[config.mk]
export PLATFORM = sky130hd
export DESIGN_NAME = fib_job_scheduler
export DESIGN_NICKNAME = d
export VERILOG_FILES = /design/src/rtl/fib_sched_pkg.sv /design/src/rtl/fib_rr_arbiter.sv /design/src/rtl/fib_job_scheduler.sv
export SDC_FILE = /design/constraint.sdc
export NUM_CORES = 1
export LEC_CHECK = 0
export CORE_ASPECT_RATIO = 1.25
export CORE_MARGIN = 3
export CORE_UTILIZATION = 40
export DETAILED_ROUTE_END_ITERATION = 6
export PLACE_DENSITY_LB_ADDON = 0.1
export SYNTH_ARGS = -nofsm -noshare
export SYNTH_HDL_FRONTEND = slang
export SYNTH_SLANG_ARGS = --single-unit
export TNS_END_PERCENT = 30
[constraint.sdc]
create_clock -name clk -period 3.25 [get_ports clk]
set_clock_uncertainty 0.05 [all_clocks]
set_input_delay 0.325 -clock clk [delete_from_list [all_inputs] [get_ports clk]]
set_output_delay 0.325 -clock clk [all_outputs]
set_load 0.02 [all_outputs]
[src/rtl/fib_sched_pkg.sv]
// Shared types and widths for the Fibonacci job scheduler.
package fib_sched_pkg;

  localparam int unsigned FIB_N_W   = 6;
  localparam int unsigned FIB_RES_W = 32;
  localparam int unsigned FIB_MAX_N = 47;

  typedef enum logic [2:0] {
    StIdle,
    StClr,
    StStart,
    StWait,
    StResp
  } sched_state_e;

endpackage

[src/rtl/fib_rr_arbiter.sv]
// Combinational round-robin pick: first set req bit at or after ptr, wrapping.
module fib_rr_arbiter
  import fib_sched_pkg::*;
#(
  parameter int unsigned N_REQ = 4
) (
  input  logic [N_REQ-1:0]         req,
  input  logic [$clog2(N_REQ)-1:0] ptr,
  output logic [N_REQ-1:0]         win,
  output logic [$clog2(N_REQ)-1:0] win_idx
);

  localparam int unsigned IdxW = $clog2(N_REQ);

  int unsigned idx;
  logic        found;

  always_comb begin
    win     = '0;
    win_idx = '0;
    found   = 1'b0;
    idx     = 0;
    for (int unsigned off = 0; off < N_REQ; off++) begin
      idx = (int'(ptr) + off) % N_REQ;
      if (!found && req[idx]) begin
        found    = 1'b1;
        win[idx] = 1'b1;
        win_idx  = idx[IdxW-1:0];
      end
    end
  end

endmodule

[src/rtl/fib_job_scheduler.sv]
// Shares one Fibonacci engine between N_REQ requesters with round-robin arbitration.
// Optional engine watchdog: define FIB_TIMEOUT_EN.
module fib_job_scheduler
  import fib_sched_pkg::*;
#(
  parameter int unsigned N_REQ       = 4,
  parameter int unsigned MAX_N       = FIB_MAX_N,
  parameter int unsigned TIMEOUT_CYC = 128
) (
  input  logic                         clk,
  input  logic                         reset,
  input  logic [N_REQ-1:0]             req,
  input  logic [FIB_N_W*N_REQ-1:0]     req_n,
  output logic [N_REQ-1:0]             gnt,
  output logic                         rsp_valid,
  output logic [$clog2(N_REQ)-1:0]     rsp_id,
  output logic [FIB_RES_W-1:0]         rsp_res,
  output logic                         rsp_err,
  output logic                         busy,
  output logic                         eng_clr,
  output logic                         eng_start,
  output logic [FIB_N_W-1:0]           eng_n,
  input  logic                         eng_done,
  input  logic [FIB_RES_W-1:0]         eng_res
);

  localparam int unsigned IdxW = $clog2(N_REQ);
  localparam logic [FIB_N_W-1:0] MaxN = FIB_N_W'(MAX_N);

  if (N_REQ < 2 || N_REQ > 8 || MAX_N > 63 || TIMEOUT_CYC < 2) begin : g_bad_cfg
    $error("fib_job_scheduler: unsupported parameter combination");
  end

  sched_state_e         state_q;
  logic [IdxW-1:0]      ptr_q;
  logic [IdxW-1:0]      id_q;
  logic [FIB_N_W-1:0]   n_q;
  logic [N_REQ-1:0]     gnt_q;
  logic                 rsp_valid_q;
  logic [FIB_RES_W-1:0] rsp_res_q;
  logic                 rsp_err_q;
  logic                 eng_start_q;

  logic [N_REQ-1:0]     win;
  logic [IdxW-1:0]      win_idx;
  logic [FIB_N_W-1:0]   sel_n;

`ifdef FIB_TIMEOUT_EN
  localparam int unsigned ToW = ($clog2(TIMEOUT_CYC + 1) > 8) ? $clog2(TIMEOUT_CYC + 1) : 8;
  logic [ToW-1:0] to_cnt_q;
  logic           to_q;
`endif

  fib_rr_arbiter #(
    .N_REQ (N_REQ)
  ) u_arb (
    .req     (req),
    .ptr     (ptr_q),
    .win     (win),
    .win_idx (win_idx)
  );

  always_comb sel_n = req_n[FIB_N_W*win_idx +: FIB_N_W];

  always_ff @(posedge clk) begin
    if (reset) begin
      state_q     <= StIdle;
      ptr_q       <= '0;
      id_q        <= '0;
      n_q         <= '0;
      gnt_q       <= '0;
      rsp_valid_q <= 1'b0;
      rsp_res_q   <= '0;
      rsp_err_q   <= 1'b0;
      eng_start_q <= 1'b0;
`ifdef FIB_TIMEOUT_EN
      to_cnt_q    <= '0;
      to_q        <= 1'b0;
`endif
    end else begin
      gnt_q       <= '0;
      rsp_valid_q <= 1'b0;
      eng_start_q <= 1'b0;
      case (state_q)
        StIdle: begin
          if (|req) begin
            id_q  <= win_idx;
            n_q   <= sel_n;
            ptr_q <= (win_idx == IdxW'(N_REQ - 1)) ? '0 : win_idx + 1'b1;
            gnt_q <= win;
            // Out-of-range n never touches the engine; answer in the grant cycle.
            if (sel_n > MaxN) begin
              rsp_valid_q <= 1'b1;
              rsp_res_q   <= '0;
              rsp_err_q   <= 1'b1;
              state_q     <= StResp;
            end else begin
              state_q <= StClr;
            end
          end
        end
        StClr: begin
          eng_start_q <= 1'b1;
          state_q     <= StStart;
        end
        StStart: begin
`ifdef FIB_TIMEOUT_EN
          to_cnt_q <= '0;
`endif
          state_q <= StWait;
        end
        StWait: begin
          if (eng_done) begin
            rsp_res_q   <= eng_res;
            rsp_err_q   <= 1'b0;
            rsp_valid_q <= 1'b1;
            state_q     <= StResp;
`ifdef FIB_TIMEOUT_EN
          end else if (to_cnt_q == ToW'(TIMEOUT_CYC - 1)) begin
            rsp_res_q   <= '0;
            rsp_err_q   <= 1'b1;
            rsp_valid_q <= 1'b1;
            to_q        <= 1'b1;
            state_q     <= StResp;
          end else begin
            to_cnt_q <= to_cnt_q + 1'b1;
`endif
          end
        end
        StResp: begin
`ifdef FIB_TIMEOUT_EN
          to_q <= 1'b0;
`endif
          state_q <= StIdle;
        end
        default: state_q <= StIdle;
      endcase
    end
  end

  assign gnt       = gnt_q;
  assign rsp_valid = rsp_valid_q;
  assign rsp_id    = id_q;
  assign rsp_res   = rsp_res_q;
  assign rsp_err   = rsp_err_q;
  assign busy      = (state_q != StIdle);
  assign eng_start = eng_start_q;
  assign eng_n     = n_q;

  // Clear during reset too, and after a watchdog expiry so a hung engine restarts clean.
`ifdef FIB_TIMEOUT_EN
  assign eng_clr = reset | (state_q == StClr) | ((state_q == StResp) & to_q);
`else
  assign eng_clr = reset | (state_q == StClr);
`endif

endmodule

==> metrics.txt <==
Final period util 88.7%; Inserted Clock Buffers 5; Final ANT Viol Nets 0; ys flop type dfxtp_1; routed wl met2 3720 um; CP endpoint kind flop; Post-synth top cells dfxtp_1, nand2b_1, nand3_1; RSZ-0062 raised after global routing false; post-synth top area cell dfxtp_1; WL/cell 14.5 um; vias between 2,000 and 3,000; drt pass-1 iters 4; Worst R2R Start ptr_q[0]$_SDFFE_PP0P_; drt via density 5.17; Startpoint Class flop; Seq/Total Area, Yosys 36.6%; Metal-1 WL 3060 um; Worst Setup Path Type reg2reg; clock sink count 52; worst-path fanout max 12; share of cells above drive strength 1 around 18%; Syn Inst Count 310; cts hold-fix bufs 0; area delta synth->final 47.7%; Detailed Route WL 7420 um; status finished clean; htree depth 2; register area 1040 um2; postcts setup bufs 0; flops & latches, synth 52; Overflow after GRT 0; Final Hold Viols 0; PD cells roughly 680 nW/um2; clock tree root buffer cell clkbuf_8; hold_sp eng_n[4]$_SDFFE_PP0P_; routability congestion estimate 0.833; Row Count 33; Ant. Diodes 0; Fillers 609; Post-synth EDFFs 0; YS warnings 0; Clock Path Buffers 2; chip height 100 um; IO Port Bufs 111; placed cell areas 4100 um2; fin cells 511; slew at the pin with the worst max-slew slack approximately 670 ps; CP arrival around 3000 ps; async set-reset flop share out of synthesis 0%; CTS resizes 0; mapped cell area 2840 um2; top-count cell post-synth dfxtp_1; worst path cell trace inv_1 > ha_1 > nand2b_1 > a22o_1 > a211o_1 > a21oi_2 > a2bb2oi_1 > nand3_2 > nand2_4 > buf_12 > o21ai_0; Setup violations, final 0; design area approximately 4200 um2; CP Data Required Time ~3400 ps; largest net degree at the start of global routing 29; antenna violations before repair 0; vias in the first global route 2,589; Worst path max stage delay 410 ps; # nets final 490; final worst path period need around 2900 ps; slowest cell on the critical path ha_1; Max Used Layer met4; Core Area roughly 6700 um2; max-cap violation count 0; gr usage total 18.4%; syn avg cell area 9.17 um2; TritonCTS clock tree yes; number of DRC markers in iteration 0 83; Synth cell types 54; top-area cell type share of the netlist area 36.6%; Synth area leaders dfxtp_1, o21ai_2, nand2b_1; fin. max-slew vios 0; DP Worst Slack ~90 ps; worst vdd ir 0.000476 V; Multi-input gate area 1640 um2; fmax 0.347 GHz; Reg clk slew, reported paths 100 ps; post-route setup TNS 0 ps; syn_nets 377; DRC 0; final setup margin ~370 ps; Crit. Startpoint ptr_q[0]$_SDFFE_PP0P_; Die W 81.4 um; first-pass GRT wire length 12,000 um; normalized max-slew margin a little under three fifths; starting density of the core 42.2%; Final HPWL DP 5740 um; clk_lat worst skew 300 ps; DIE AREA slightly above 8000 um2; met3 WL 526 um; Worst Hold Class reg2reg; Static Leak 1.56 nW; IO Pins 112; Placed Cells 503
[placed cells by master (no fill, tap or decap), drive strengths merged, types with 2 or more instances in the layout]
| master | synthesis | routed |
|---|---|---|
| clkdlybuf4s50 | 0 | 111 |
| mux2i | 15 | 15 |
| nor4 | 3 | 3 |
| nand2b | 35 | 35 |
| a21o | 6 | 6 |
| clkbuf | 16 | 5 |
| nor2b | 2 | 2 |
| a221oi | 4 | 4 |
| mux4 | 3 | 3 |
| o22ai | 4 | 4 |
| nor3 | 2 | 2 |
| buf | 10 | 21 |
| inv | 4 | 5 |
| a2111oi | 2 | 2 |
| dfxtp | 52 | 52 |
| mux2 | 2 | 2 |
| a21oi | 12 | 12 |
| or2 | 2 | 2 |
| nand2 | 13 | 13 |
| a211oi | 2 | 2 |
| nor2 | 25 | 25 |
| a22oi | 6 | 6 |
| a31oi | 3 | 3 |
| nand3 | 35 | 35 |
| o21ai | 33 | 33 |
| or3 | 3 | 3 |
| ha | 4 | 4 |
[cells by family (layout without fill, tap and decap cells)]
kind of cell             Yosys count  after routing  share of synthesized area [%]
AND/OR/NAND/NOR                  122            122                           24.0
flip-flops                        52             52                           36.6
XOR/XNOR                           1              1                          0.308
AO/OA/AOI/OAI                     81             81                           23.1
adder cells (fa/ha/maj)            4              4                           1.76
multiplexers                      20             20                           8.59
buffers and inverters             30            144                           5.64
[registers in the layout, summed over array words and instances (netlist names), 2 cells and up]
signal and count:
eng_n 6, state_q 3, gnt 4, rsp_res 32, rsp_id 2, ptr_q 2
[metal layers]
| layer | vias up | GRT usage, % |
|---|---|---|
| met5 | - | 0 |
| met4 | 0 | 4.94 |
| met3 | 10 | 4.49 |
| met2 | 86 | 32.4 |
| met1 | 1216 | 21.7 |
| li1 | 1331 | - |
[critical path, delay by kind of cell (launching register included)]
kind / cells / cell delay, ps
AOI/OAI and AO/OA: 5 / 1130
and+or+nand+nor: 3 / 580
adders and majority gates: 1 / 410
DFF: 1 / 360
buffers and inverters: 2 / 240
[stage by stage]
step / hold slack [ps] / utilization, % / total power, mW
after floorplan: 405 / - / 1.99
after global placement: 385 / 60.9 / 2.48
after detailed placement: 392 / 60.9 / 2.50
after CTS: 415 / 62.4 / 2.90
after global routing: 438 / 62.4 / 3.07
final: 409 / 62.4 / 2.86
[final timing paths]
path,endpoint,slack [ps],cells after the start
setup / recovery,rsp_res[26]$_SDFFE_PP0P_,370,11
hold / removal,eng_n[4]$_SDFFE_PP0P_,410,2
hold reg to reg,eng_n[4]$_SDFFE_PP0P_,410,2
setup reg to reg,rsp_res[26]$_SDFFE_PP0P_,370,11
[where the power goes]
group / internal, mW / switching (mW) / total (mW)
clock: 0.158 / 0.226 / 0.384
combinational: 0.775 / 0.923 / 1.70
sequential: 0.725 / 0.0526 / 0.778
total: 1.66 / 1.20 / 2.86
[area by class of cell]
| class | count | area share [%] |
|---|---|---|
| clock buffers | 5 | 1.64 |
| clock inverters | 3 | 0.656 |
| inverters | 4 | 0.358 |
| multi-input cells | 228 | 39.1 |
| flip-flops and latches | 52 | 24.8 |
| well taps | 87 | 2.59 |
| repair buffers | 132 | 30.8 |
(Power assumes the default switching activity.)
